<file path="src/rtl/branch_target_cam_if.sv">
// Bus bundle for branch_target_cam: table write/clear, forward read and the
// reverse-search request/result handshake.
interface branch_target_cam_if #(
    parameter int ADDR_W = 5,
    parameter int TGT_W  = 10
);
    logic              WrEn;
    logic [ADDR_W-1:0] WrAddr;
    logic [TGT_W-1:0]  WrTarget;
    logic              ClrAll;
    logic [ADDR_W-1:0] RdAddr;
    logic [TGT_W-1:0]  RdTarget;
    logic              Req;
    logic [TGT_W-1:0]  ReqTarget;
    logic              Ready;
    logic              Done;
    logic              Hit;
    logic [ADDR_W-1:0] Index;

    modport master (
        output WrEn, WrAddr, WrTarget, ClrAll, RdAddr, Req, ReqTarget,
        input  RdTarget, Ready, Done, Hit, Index
    );

    modport slave (
        input  WrEn, WrAddr, WrTarget, ClrAll, RdAddr, Req, ReqTarget,
        output RdTarget, Ready, Done, Hit, Index
    );
endinterface

</file>
<file path="src/rtl/branch_target_cam.sv">
// Writable branch-target table with a combinational forward read and a
// sequential, lowest-index-first reverse search engine.
module branch_target_cam #(
    parameter int ADDR_W = 5,
    parameter int TGT_W  = 10
) (
    input logic             Clk,
    input logic             Reset,
    branch_target_cam_if.slave bus
);
    localparam int DEPTH = 1 << ADDR_W;

    typedef enum logic [1:0] {ST_IDLE, ST_SEARCH, ST_DONE} state_t;

    state_t            state_q, state_d;
    logic [TGT_W-1:0]  tgt_q   [DEPTH];
    logic [TGT_W-1:0]  tgt_d   [DEPTH];
    logic              valid_q [DEPTH];
    logic              valid_d [DEPTH];
    logic [TGT_W-1:0]  key_q, key_d;
    logic [ADDR_W-1:0] ptr_q, ptr_d;
    logic              hit_q, hit_d;
    logic [ADDR_W-1:0] index_q, index_d;
    logic              match;

    // ClrAll takes priority over a same-cycle write, so the write is dropped.
    for (genvar gi = 0; gi < DEPTH; gi++) begin : g_entry
        always_comb begin
            tgt_d[gi]   = tgt_q[gi];
            valid_d[gi] = valid_q[gi];
            if (bus.ClrAll) begin
                valid_d[gi] = 1'b0;
            end else if (bus.WrEn && (bus.WrAddr == ADDR_W'(gi))) begin
                tgt_d[gi]   = bus.WrTarget;
                valid_d[gi] = 1'b1;
            end
        end

        always_ff @(posedge Clk) begin
            if (Reset) begin
                tgt_q[gi]   <= '0;
                valid_q[gi] <= 1'b0;
            end else begin
                tgt_q[gi]   <= tgt_d[gi];
                valid_q[gi] <= valid_d[gi];
            end
        end
    end

    assign bus.RdTarget = valid_q[bus.RdAddr] ? tgt_q[bus.RdAddr] : '0;

    // Compare sees the table as it was before this edge; a same-cycle write is missed.
    assign match = valid_q[ptr_q] && (tgt_q[ptr_q] == key_q);

    always_comb begin
        state_d = state_q;
        key_d   = key_q;
        ptr_d   = ptr_q;
        hit_d   = hit_q;
        index_d = index_q;
        case (state_q)
            ST_IDLE: begin
                if (bus.Req) begin
                    key_d   = bus.ReqTarget;
                    ptr_d   = '0;
                    state_d = ST_SEARCH;
                end
            end
            ST_SEARCH: begin
                if (match) begin
                    index_d = ptr_q;
                    hit_d   = 1'b1;
                    state_d = ST_DONE;
                end else if (ptr_q == ADDR_W'(DEPTH - 1)) begin
                    index_d = '0;
                    hit_d   = 1'b0;
                    state_d = ST_DONE;
                end else begin
                    ptr_d = ptr_q + 1'b1;
                end
            end
            ST_DONE: state_d = ST_IDLE;
            default: state_d = ST_IDLE;
        endcase
    end

    always_ff @(posedge Clk) begin
        if (Reset) begin
            state_q <= ST_IDLE;
            key_q   <= '0;
            ptr_q   <= '0;
            hit_q   <= 1'b0;
            index_q <= '0;
        end else begin
            state_q <= state_d;
            key_q   <= key_d;
            ptr_q   <= ptr_d;
            hit_q   <= hit_d;
            index_q <= index_d;
        end
    end

    assign bus.Ready = (state_q == ST_IDLE);
    assign bus.Done  = (state_q == ST_DONE);
    assign bus.Hit   = hit_q;
    assign bus.Index = index_q;
endmodule

</file>
<file path="src/flat_wrapper.sv">
// flat-port wrapper written by rule: the top's interface ports become plain ports
module branch_target_cam_flat 
#(
    parameter int ADDR_W = 5,
    parameter int TGT_W  = 10
)
  (Clk, Reset, bus_WrEn, bus_WrAddr, bus_WrTarget, bus_ClrAll, bus_RdAddr, bus_Req, bus_ReqTarget, bus_RdTarget, bus_Ready, bus_Done, bus_Hit, bus_Index);
  branch_target_cam_if #(.ADDR_W(ADDR_W), .TGT_W(TGT_W)) bus_i ();
  input logic Clk;
  input logic Reset;
  input wire logic [$bits(bus_i.WrEn)-1:0] bus_WrEn;
  input wire logic [$bits(bus_i.WrAddr)-1:0] bus_WrAddr;
  input wire logic [$bits(bus_i.WrTarget)-1:0] bus_WrTarget;
  input wire logic [$bits(bus_i.ClrAll)-1:0] bus_ClrAll;
  input wire logic [$bits(bus_i.RdAddr)-1:0] bus_RdAddr;
  input wire logic [$bits(bus_i.Req)-1:0] bus_Req;
  input wire logic [$bits(bus_i.ReqTarget)-1:0] bus_ReqTarget;
  output wire logic [$bits(bus_i.RdTarget)-1:0] bus_RdTarget;
  output wire logic [$bits(bus_i.Ready)-1:0] bus_Ready;
  output wire logic [$bits(bus_i.Done)-1:0] bus_Done;
  output wire logic [$bits(bus_i.Hit)-1:0] bus_Hit;
  output wire logic [$bits(bus_i.Index)-1:0] bus_Index;
  assign bus_i.WrEn = bus_WrEn;
  assign bus_i.WrAddr = bus_WrAddr;
  assign bus_i.WrTarget = bus_WrTarget;
  assign bus_i.ClrAll = bus_ClrAll;
  assign bus_i.RdAddr = bus_RdAddr;
  assign bus_i.Req = bus_Req;
  assign bus_i.ReqTarget = bus_ReqTarget;
  assign bus_RdTarget = bus_i.RdTarget;
  assign bus_Ready = bus_i.Ready;
  assign bus_Done = bus_i.Done;
  assign bus_Hit = bus_i.Hit;
  assign bus_Index = bus_i.Index;
  branch_target_cam #(.ADDR_W(ADDR_W), .TGT_W(TGT_W)) u_core (.Clk(Clk), .Reset(Reset), .bus(bus_i));
endmodule
</file>
<file path="config.mk">
export PLATFORM = sky130hd
export DESIGN_NAME = branch_target_cam_flat
export DESIGN_NICKNAME = d
export VERILOG_FILES = /design/src/rtl/branch_target_cam_if.sv /design/src/rtl/branch_target_cam.sv /design/src/flat_wrapper.sv
export SDC_FILE = /design/constraint.sdc
export NUM_CORES = 1
export LEC_CHECK = 0
export ABC_AREA = 1
export CAP_MARGIN = 10
export CORE_UTILIZATION = 39
export CTS_CLUSTER_SIZE = 16
export DETAILED_ROUTE_END_ITERATION = 10
export PLACE_DENSITY = 0.59
export SLEW_MARGIN = 10
export SYNTH_ARGS = -nofsm -noshare
export SYNTH_HDL_FRONTEND = slang
export SYNTH_SLANG_ARGS = --single-unit
</file>
<file path="constraint.sdc">
create_clock -name Clk -period 7.52 [get_ports Clk]
set_input_delay 1.504 -clock Clk [delete_from_list [all_inputs] [get_ports Clk]]
set_output_delay 1.504 -clock Clk [all_outputs]
set_load 0.01 [all_outputs]
</file>
==> impl_metrics.xml <==
<?xml version="1.0" encoding="UTF-8"?>
<metrics>
  <group name="timing">
    <metric name="finalSetupViolCount" unit="">0</metric>
    <metric name="timing.slew.headroom" unit="%">22.2</metric>
    <metric name="final.setup_skew" unit="ns">0.0163</metric>
    <metric name="unrepaired_setup_endpoints_after_global_routing" unit="">no</metric>
    <metric name="timing_max_transition_violations_final" unit="">0</metric>
    <metric name="final_min_period_over_clock_period" unit="%">86.8</metric>
    <metric name="fin_tns_setup" unit="ns">0</metric>
    <metric name="fin_crit_period" unit="ns">6.53</metric>
    <metric name="max_freq" unit="GHz">0.153</metric>
    <metric name="worst-slew-pin-transition" unit="ns">1.16</metric>
    <metric name="timing.final.hold_violations" unit="">0</metric>
  </group>
  <group name="synthesis">
    <metric name="synth_edf_count" unit="">352</metric>
    <metric name="avgSynthCellArea" unit="µm²">8.08</metric>
    <metric name="post_synth_instance_area" unit="µm²">21000</metric>
    <metric name="synth-seq-cells" unit="">380</metric>
    <metric name="seq_total_area_yosys" unit="%">52.9</metric>
    <metric name="synthesis.instances" unit="">2604</metric>
    <metric name="flip_flop_cell_with_the_highest_count_after_synthesis" unit="">sky130_fd_sc_hd__edfxtp_1</metric>
    <metric name="syn_nets" unit="">2641</metric>
    <metric name="share_of_async_settable_or_async_resettable_flops_after_synthesis" unit="%">0</metric>
    <metric name="ys_types" unit="">32</metric>
    <metric name="syn_warnings" unit="">0</metric>
  </group>
  <group name="clock_tree">
    <metric name="clock-root-buffer" unit="">sky130_fd_sc_hd__clkbuf_16</metric>
    <metric name="number_of_setup_buffers_added_after_cts" unit="">0</metric>
    <metric name="post_cts_resize_count" unit="">0</metric>
    <metric name="htreeDepth" unit="">2</metric>
    <metric name="tritoncts" unit="">yes</metric>
    <metric name="cts_inserted_buffers" unit="">44</metric>
    <metric name="clkSlewWorstSetupHoldPaths" unit="ns">0.06</metric>
    <metric name="post_cts_hold_buffer_count" unit="">0</metric>
    <metric name="cts.sink_count" unit="">380</metric>
    <metric name="insertion_delay" unit="ns">0.58</metric>
    <metric name="clock_path_buffers" unit="">3</metric>
  </group>
  <group name="drt">
    <metric name="totalWireLength" unit="µm">72500</metric>
    <metric name="detail_route.iter0.violations" unit="">2524</metric>
    <metric name="antenna_violating_nets_post_route" unit="">0</metric>
    <metric name="drt-pass1-iter-count" unit="">7</metric>
    <metric name="drt-wirelength-per-cell" unit="µm">22.5</metric>
    <metric name="post-route-drc-count" unit="">0</metric>
    <metric name="vias" unit="">18900</metric>
    <metric name="post_drt_via_cell_ratio" unit="">5.84</metric>
  </group>
  <group name="placement">
    <metric name="placer_s_final_routability_congestion_estimate" unit="">0.963</metric>
    <metric name="hpwl" unit="µm">43900</metric>
    <metric name="io_buffers" unit="">52</metric>
  </group>
  <group name="setup_path">
    <metric name="end_kind" unit="">output pin</metric>
    <metric name="worst-path-max-fanout" unit="">70</metric>
    <metric name="critical_path.startpoint_type" unit="">input pin</metric>
    <metric name="cp_data_arrival_time" unit="ns">5.02</metric>
    <metric name="cp_data_required_time" unit="ns">6.02</metric>
    <metric name="timing.reg2reg.worst_path_depth" unit="">17</metric>
    <metric name="flop_to_flop_setup_slack" unit="ns">3.57</metric>
    <metric name="setup.worst_path.class" unit="">in -&gt; out</metric>
  </group>
  <group name="run">
    <metric name="cap_viol_max_count" unit="">0</metric>
  </group>
  <group name="die">
    <metric name="die_x" unit="µm">234</metric>
    <metric name="floorplan.initialDensity" unit="%">39.7</metric>
    <metric name="floorplan.rows" unit="">84</metric>
    <metric name="core" unit="µm²">53000</metric>
    <metric name="die-area" unit="µm²">54900</metric>
    <metric name="die_h" unit="µm">234</metric>
    <metric name="number_of_top_level_pins" unit="">53</metric>
  </group>
  <group name="finish">
    <metric name="areaGrowthSynthToFinish" unit="%">9.37</metric>
    <metric name="drive_above_1_share" unit="%">4.49</metric>
    <metric name="num-fill-cells" unit="">5205</metric>
    <metric name="antenna-diode-count" unit="">0</metric>
    <metric name="final_net_count" unit="">2543</metric>
    <metric name="layout.core_utilization" unit="%">43.5</metric>
  </group>
  <group name="hold_path">
    <metric name="min_path_cells" unit="">2</metric>
    <metric name="worstHoldEndpoint" unit="">u_core.bus.Index[4]</metric>
    <metric name="worst_hold_startpoint" unit="">u_core.bus.Index[4]</metric>
    <metric name="hold_path_class" unit="">reg -&gt; reg</metric>
  </group>
  <group name="global_route">
    <metric name="antenna_found_initial" unit="">0</metric>
    <metric name="grt_overflow" unit="">0</metric>
    <metric name="grt_first_pass_wirelength" unit="µm">108000</metric>
    <metric name="gr-usage-all-layers" unit="%">26.3</metric>
    <metric name="grt_max_degree" unit="">143</metric>
    <metric name="first_global_vias" unit="">17400</metric>
  </group>
  <group name="power_and_ir_drop">
    <metric name="max-vdd-ir-drop" unit="µV">146</metric>
    <metric name="power_per_cell_area" unit="nW/µm²">241</metric>
    <metric name="power.static_leakage" unit="µW">0.00863</metric>
  </group>
  <group name="run_status">
    <metric name="outcome" unit="">finished clean</metric>
  </group>
</metrics>
-- stage by stage --
stage | instances | power (µW) | hold slack, ns | instance area, µm² | worst slack, ns
2_1_floorplan | 2604 | 3070 | 0.444 | 21000 | 2.84
3_3_place_gp | 3148 | 3350 | 0.447 | 21600 | 1.09
3_5_place_dp | 3148 | 3360 | 0.453 | 21600 | 1.12
4_1_cts | 3227 | 5540 | 0.462 | 23000 | 1.12
6_report | 3227 | 5540 | 0.460 | 23000 | 0.992
5_1_grt | 3227 | 5710 | 0.475 | 23000 | 0.957
-- state kept, by name (all words and copies together), names as in the netlist, named ones only --
register          cells
u_core.ptr_q          5
u_core.bus.Index      5
u_core.state_q        2
u_core.bus.Hit        1
u_core.valid_q       32
u_core.key_q         10
u_core.tgt_q        320
-- cell type report --
cell class | count | area (µm²) | area share, %
Inverter | 142 | 541 | 2.35
Sequential cell | 380 | 11100 | 48.4
Timing Repair Buffer | 82 | 771 | 3.35
Multi-Input combinational cell | 1856 | 8260 | 35.9
Clock inverter | 22 | 262 | 1.14
Clock buffer | 57 | 1180 | 5.13
Tap cell | 688 | 861 | 3.74
-- cell usage in the layout, fill, tap and decap left out, types with 3 or more instances in the layout --
cell type / n
sky130_fd_sc_hd__a21oi_1: 27
sky130_fd_sc_hd__clkdlybuf4s50_1: 49
sky130_fd_sc_hd__clkinv_1: 12
sky130_fd_sc_hd__clkinv_2: 4
sky130_fd_sc_hd__bufinv_16: 5
sky130_fd_sc_hd__nand2_1: 551
sky130_fd_sc_hd__o22ai_1: 11
sky130_fd_sc_hd__and3_1: 11
sky130_fd_sc_hd__clkbuf_1: 11
sky130_fd_sc_hd__a311oi_1: 10
sky130_fd_sc_hd__inv_1: 129
sky130_fd_sc_hd__o221ai_1: 71
sky130_fd_sc_hd__inv_4: 3
sky130_fd_sc_hd__buf_12: 3
sky130_fd_sc_hd__nor2_1: 619
sky130_fd_sc_hd__o21ai_1: 5
sky130_fd_sc_hd__o21ai_0: 194
sky130_fd_sc_hd__clkinvlp_4: 4
sky130_fd_sc_hd__buf_4: 28
sky130_fd_sc_hd__clkbuf_16: 45
sky130_fd_sc_hd__o211ai_1: 13
sky130_fd_sc_hd__a21oi_2: 5
sky130_fd_sc_hd__nand3_1: 321
sky130_fd_sc_hd__nand4_1: 6
sky130_fd_sc_hd__dfxtp_1: 25
sky130_fd_sc_hd__inv_2: 3
sky130_fd_sc_hd__edfxtp_1: 352
-- cells by family after synthesis --
family	share of synthesized area, %
fa+ha+maj	0.119
compound gates	9.86
xor+xnor	0.0416
buf+inv	7.86
simple gates	29.2
flops	52.9
-- synth_stat cells (3+ instances only) --
cell type / instances / area (µm²)
sky130_fd_sc_hd__a21oi_2: 5 / 43.8
sky130_fd_sc_hd__a21oi_1: 27 / 135
sky130_fd_sc_hd__buf_2: 37 / 185
sky130_fd_sc_hd__o21ai_1: 5 / 25.0
sky130_fd_sc_hd__nand4_1: 6 / 37.5
sky130_fd_sc_hd__dfxtp_1: 28 / 561
sky130_fd_sc_hd__nor2_1: 620 / 2330
sky130_fd_sc_hd__a311oi_1: 10 / 87.6
sky130_fd_sc_hd__edfxtp_1: 352 / 10600
sky130_fd_sc_hd__buf_1: 9 / 33.8
sky130_fd_sc_hd__o221ai_1: 71 / 622
sky130_fd_sc_hd__o22ai_1: 11 / 68.8
sky130_fd_sc_hd__buf_6: 22 / 248
sky130_fd_sc_hd__and3_1: 11 / 68.8
sky130_fd_sc_hd__buf_4: 12 / 90.1
sky130_fd_sc_hd__o211ai_1: 13 / 97.6
sky130_fd_sc_hd__o21ai_0: 194 / 971
sky130_fd_sc_hd__inv_1: 137 / 514
sky130_fd_sc_hd__nand2_1: 551 / 2070
sky130_fd_sc_hd__clkinv_1: 3 / 11.3
sky130_fd_sc_hd__clkbuf_1: 145 / 544
sky130_fd_sc_hd__nand3_1: 321 / 1610
-- worst max-delay path, stage by stage --
cell                              delay (ns)
sky130_fd_sc_hd__buf_4                  0.20
sky130_fd_sc_hd__inv_4                  0.58
sky130_fd_sc_hd__buf_4                  0.54
sky130_fd_sc_hd__o21ai_0                0.14
sky130_fd_sc_hd__o22ai_1                0.32
sky130_fd_sc_hd__o211ai_1               0.14
sky130_fd_sc_hd__and3_1                 0.21
sky130_fd_sc_hd__a311oi_1               0.67
sky130_fd_sc_hd__clkdlybuf4s50_1        0.68
-- how the worst max path moves through the flow --
stage,startpoint,end,depth (start not counted)
final,bus_RdAddr[0],bus_RdTarget[6],9
after global routing,bus_RdAddr[0],bus_RdTarget[5],10
after CTS,bus_RdAddr[0],bus_RdTarget[1],10
after detailed placement,bus_RdAddr[0],bus_RdTarget[1],10
after global placement,bus_RdAddr[0],bus_RdTarget[6],10
after floorplan,bus_RdAddr[0],bus_RdTarget[0],10
-- report_power, final --
part | internal [µW] | leakage, µW | switching [µW]
clock | 1280 | 0.000690 | 911
sequential | 2420 | 0.00362 | 86.0
combinational | 233 | 0.00432 | 602
-- routing by layer --
metal / GRT usage, % / routed length, µm / vias up / part of all wire, %
li1: - / - / 8547 / -
met5: 0 / 0 / - / 0
met2: 40.5 / 31800 / 1152 / 44
met4: 11.1 / 2850 / 0 / 3.9
met1: 36.7 / 30600 / 8979 / 42
met3: 4.09 / 7250 / 182 / 10
Power figures use the tool's default switching activity.
==> variant 1, RTL diff (same flow settings) <==
`ADDR_W` is set to 5 in 3 places; all go to 4.
--- a/src/rtl/branch_target_cam_if.sv
+++ b/src/rtl/branch_target_cam_if.sv
@@ -2,5 +2,5 @@
 // reverse-search request/result handshake.
 interface branch_target_cam_if #(
-    parameter int ADDR_W = 5,
+    parameter int ADDR_W = 4,
     parameter int TGT_W  = 10
 );
--- a/src/rtl/branch_target_cam.sv
+++ b/src/rtl/branch_target_cam.sv
@@ -2,5 +2,5 @@
 // sequential, lowest-index-first reverse search engine.
 module branch_target_cam #(
-    parameter int ADDR_W = 5,
+    parameter int ADDR_W = 4,
     parameter int TGT_W  = 10
 ) (
--- a/src/flat_wrapper.sv
+++ b/src/flat_wrapper.sv
@@ -2,5 +2,5 @@
 module branch_target_cam_flat 
 #(
-    parameter int ADDR_W = 5,
+    parameter int ADDR_W = 4,
     parameter int TGT_W  = 10
 )
Ports: changed (resized bus_Index, bus_RdAddr and bus_WrAddr); port bits go from 53 to 50. No check against the original RTL was run, so the function may have changed too.
==> variant 1 against the unedited design <==
Worst setup slack improved by 0.82 ns; area after synthesis fell by 46%; sequential cell count fell by 179; total power fell by 45%; routed wire length fell by 50%; clock power fell by 43%; global-route usage fell by 2.4 points; design area fell by 44%; critical endpoint unchanged; largest cell class unchanged; highest routed layer unchanged.
==> variant 1: results (changes against the unedited design) <==
metric,value,unit,change
status,"finished, final reports clean",,
n_fill_cell,2901,,-44%
peakVddDrop,0.1510,mV,+3.2%
fin_crit,5.708,ns,-0.8207 ns
synth.area.mux_share,0,%,unchanged
synth_edf_count,176,,-50%
hold_end,u_core.bus.Hit,,
synth_top_cells_by_area,"edfxtp_1 (46%), nor2_1 (9.6%), nand2_1 (9.0%)",,
finalNetCount,1530,,-40%
dp_hpwl,23.94,mm,-45%
grtUsageTotal,23.86,%,-2.4 points
wl_per_cell,19.10,um,-15%
clock_latency,0.54,ns,-0.04 ns
slew_headroom,20.40,%,-1.8 points
gp_congestion,0.8952,,-7.0%
whs_path_depth,2,,unchanged
grt_pass1_vias,8984,,-48%
ys_warn_count,0,,unchanged
reg.largest.list,"u_core.tgt_q x160, u_core.valid_q x16, u_core.key_q x10",,
hp-start,u_core.bus.Hit,,
synth-seq-area-share,50.49,%,-2.4 points
drive_gt1_share,3.699,%,-0.79 points
cts_max_level,1,,-1
async_flop_share,0,%,unchanged
crit_arrival,4.20,ns,-0.82 ns
port_buffers,49,,-5.8%
cts_made_buffers,24,,-45%
reg2reg_slack,3.96,ns,+0.39 ns
critPathMaxStageDelay,0.78,ns,+0.10 ns
ff2ff_path_depth,11,,-6
grt_max_degree,75,,-48%
critPathMaxFanout,34,,-51%
hold_ws,0.4611,ns,+0.001015 ns
synth-compound-area-share,11.21,%,+1.3 points
synthAdderAreaFrac,0.1092,%,-0.0097 points
internal_power,2.196,mW,-44%
synthXorXnorAreaFrac,0.07643,%,+0.035 points
via_count,10140,,-46%
leakage,5.387,nW,-38%
skew,0.03431,ns,+0.01804 ns
grt_pass1_wl,54.41,mm,-50%
yosys-top-cells-count,"nor2_1 (293), nand2_1 (275), inv_1 (216)",,
dr.first_iter.drc_count,1428,,-43%
dp_slack,1.893,ns,+0.7770 ns
place_area,12030,sq um,-44%
clkTransAtPathRegs,0.06,ns,about the same
## variant 1: worst max path at each step
stage                        startpoint  cells past startpoint              end
after floorplan           bus_RdAddr[0]                      8  bus_RdTarget[3]
after global placement    bus_RdAddr[2]                      9  bus_RdTarget[6]
after detailed placement  bus_RdAddr[2]                      9  bus_RdTarget[6]
after CTS                 bus_RdAddr[2]                      9  bus_RdTarget[6]
after global routing      bus_RdAddr[2]                      9  bus_RdTarget[6]
final                     bus_RdAddr[2]                      9  bus_RdTarget[6]
## variant 1: kinds of logic (layout without fill, tap and decap cells)
| group | after synthesis | after routing |
|---|---|---|
| and+or+nand+nor | 743 | 743 |
| DFF | 201 | 201 |
| xor gates and xnor gates | 1 | 1 |
| adders and majority gates | 1 | 1 |
| AOI/OAI and AO/OA | 246 | 246 |
| buffers and inverters | 322 | 322 |
## variant 1: metrics by stage
stage | instances | util, %
final | 1898 | 44.72
after global routing | 1898 | 44.72
after CTS | 1898 | 44.72
after detailed placement | 1854 | 41.78
after global placement | 1854 | 41.78
after floorplan | 1514 | -
## variant 1: worst register-to-register path, delay by kind of cell (launching register included)
family | cells | cell delay (ns)
AO/OA/AOI/OAI | 1 | 0.07
buffers and inverters | 1 | 0.82
flip-flops | 1 | 1.10
AND/OR/NAND/NOR | 9 | 1.44
## variant 1: power by group through the flow
stage	registers [mW]	clock network [mW]	logic (mW)
floorplan	1.31	0	0.325
global placement	1.34	0	0.451
detailed placement	1.34	0	0.454
CTS	1.32	1.27	0.457
global route	1.33	1.30	0.512
finish	1.32	1.25	0.462
## variant 1: layer usage
metal / wire length (um) / track usage (%) / part of all wire (%)
met5: 0 / 0 / 0
met4: 1034 / 7.301 / 2.9
met3: 3578 / 4.518 / 9.9
met2: 15410 / 35.04 / 42
met1: 16240 / 35.34 / 45
## variant 1: final cells by class
class                      count  area [sq um]  area share [%]
sequential                   201          5789           44.98
multi-input combinational    991          4364           33.91
inverter                     220         828.3           6.436
clock buffer                  34         658.1           5.114
timing repair buffer          58         563.0           4.375
tap                          384         480.5           3.733
clock inverter                10         186.4           1.449
==> variant 2, RTL diff (same settings) <==
Made on the original files. Take the reset off `key_q` and load it in a clocked block of its own.
--- a/src/rtl/branch_target_cam.sv
+++ b/src/rtl/branch_target_cam.sv
@@ -88,5 +88,4 @@
         if (Reset) begin
             state_q <= ST_IDLE;
-            key_q   <= '0;
             ptr_q   <= '0;
             hit_q   <= 1'b0;
@@ -94,9 +93,12 @@
         end else begin
             state_q <= state_d;
-            key_q   <= key_d;
             ptr_q   <= ptr_d;
             hit_q   <= hit_d;
             index_q <= index_d;
         end
+    end
+
+    always_ff @(posedge Clk) begin
+        key_q <= key_d;
     end
 
Function: not settled (the Yosys comparison gave no result); the edit may change what the design does.
==> variant 2 against the unedited design <==
The run now ends with design-rule violations left; sequential share of layout area increased by 0.41 points; final cell count decreased by 1.2%; routed wire length decreased by 3.7%; largest power group unchanged; total power increased by 1.4%; utilization increased by 0.11 points; worst setup slack improved by 0.26 ns; design area about the same; non-clock buffer count decreased by 1; count of clock-buffer cells in the layout decreased by 5; hold slack improved by 0.0020 ns; area after synthesis decreased by 0.45%; highest routed layer unchanged; critical path depth increased by 1; sequential cell count unchanged.
==> variant 2: results (changes against the unedited design) <==
metric,value,unit,change
grt_max_degree,133,,-7.0%
antenna_found_initial,1,,+1
synth_nets,2594,,-1.8%
skew,0.01761,ns,+0.001343 ns
wl,69.89,mm,-3.7%
hp-start,u_core.bus.Index[0],,
hold_ws,0.4620,ns,+0.001973 ns
crit_arrival,4.77,ns,-0.25 ns
ys_types,34,,+6.3%
violations,design-rule violations,,
leakage,8.647,nW,+0.19%
slew_headroom,27.16,%,+5.0 points
drt_pass1_iterations,9,,+2
n_fill_cell,5107,,-1.9%
synth_edf_count,362,,+2.8%
critPathMaxFanout,50,,-29%
reg2reg_slack,3.33,ns,-0.24 ns
grt_pass1_wl,105.9,mm,-1.7%
hold_end,u_core.bus.Index[0],,
peakVddDrop,0.1496,mV,+2.2%
dr.first_iter.drc_count,2762,,+9.4%
drc,24,,+24
status,"finished, violations left",,
gp_congestion,0.8776,,-8.8%
finalNetCount,2500,,-1.7%
grtUsageTotal,25.69,%,-0.61 points
==> variant 2: changes by cell type after synthesis, moves of 6 or more <==
| cell | unedited run | this run |
|---|---|---|
| nand3_1 | 321 | 310 |
| dfxtp_1 | 28 | 18 |
| o21ai_0 | 194 | 183 |
| inv_1 | 137 | 130 |
| nand4_1 | 6 | 0 |
| edfxtp_1 | 352 | 362 |
==> variant 2: worst max-delay path, cell delays in order <==
cell             delay [ns]
buf_2                  0.11
inv_2                  0.67
buf_4                  0.42
buf_4                  0.25
o21ai_0                0.10
o221ai_1               0.16
o211ai_1               0.15
and3_1                 0.27
a311oi_1               0.44
clkdlybuf4s50_1        0.62
==> variant 2: per-stage QoR <==
step | instances | setup slack (ns) | instance area [sq um]
after CTS | 3187 | 1.310 | 23030
final | 3188 | 1.247 | 23030
after global routing | 3187 | 1.066 | 23030
after global placement | 3105 | 1.219 | 21480
after floorplan | 2557 | 2.810 | 20950
after detailed placement | 3105 | 1.326 | 21480
==> variant 2: cell type report <==
class / count / area [sq um] / area share (%)
antenna: 1 / 2.502 / 0.01087
sequential: 380 / 11240 / 48.80
tap: 688 / 860.8 / 3.738
timing repair buffer: 81 / 763.2 / 3.314
clock inverter: 30 / 401.6 / 1.744
clock buffer: 52 / 1141 / 4.955
inverter: 135 / 514.2 / 2.233
multi-input combinational: 1821 / 8107 / 35.20
==> variant 2: routing by layer <==
layer	global-route usage, %	wire length (um)	vias up
met5	0	0	-
met4	13.27	3453	0
met3	4.232	7410	147
met2	38.72	30410	1192
met1	35.54	28610	8692
li1	-	-	8400
==> variant 2: worst max path at each step <==
stage	from	endpoint	slack, ns	cells past startpoint
global route	bus_RdAddr[1]	bus_RdTarget[0]	1.07	10
CTS	bus_RdAddr[1]	bus_RdTarget[1]	1.31	10
finish	bus_RdAddr[1]	bus_RdTarget[4]	1.25	10
floorplan	bus_RdAddr[0]	bus_RdTarget[0]	2.81	9
global placement	bus_RdAddr[1]	bus_RdTarget[8]	1.22	10
detailed placement	bus_RdAddr[1]	bus_RdTarget[1]	1.33	10
==> variant 2: kinds of logic (layout without fill, tap and decap cells) <==
kind of cell | count (synthesis) | count (layout) | synth area share [%]
and+or+nand+nor | 1499 | 1499 | 29.13
other | 0 | 1 | 0
adders and majority gates | 2 | 2 | 0.1194
DFF | 380 | 380 | 53.61
buffers and inverters | 356 | 298 | 7.710
xor gates and xnor gates | 4 | 4 | 0.1672
AOI/OAI and AO/OA | 316 | 316 | 9.269
==> variant 2: power breakdown <==
part	total (mW)	switching, mW	internal, mW	leakage [nW]
registers	2.52	0.0907	2.43	3.63
clock network	2.31	0.936	1.38	0.736
logic	0.784	0.559	0.225	4.28
total	5.62	1.59	4.03	8.65
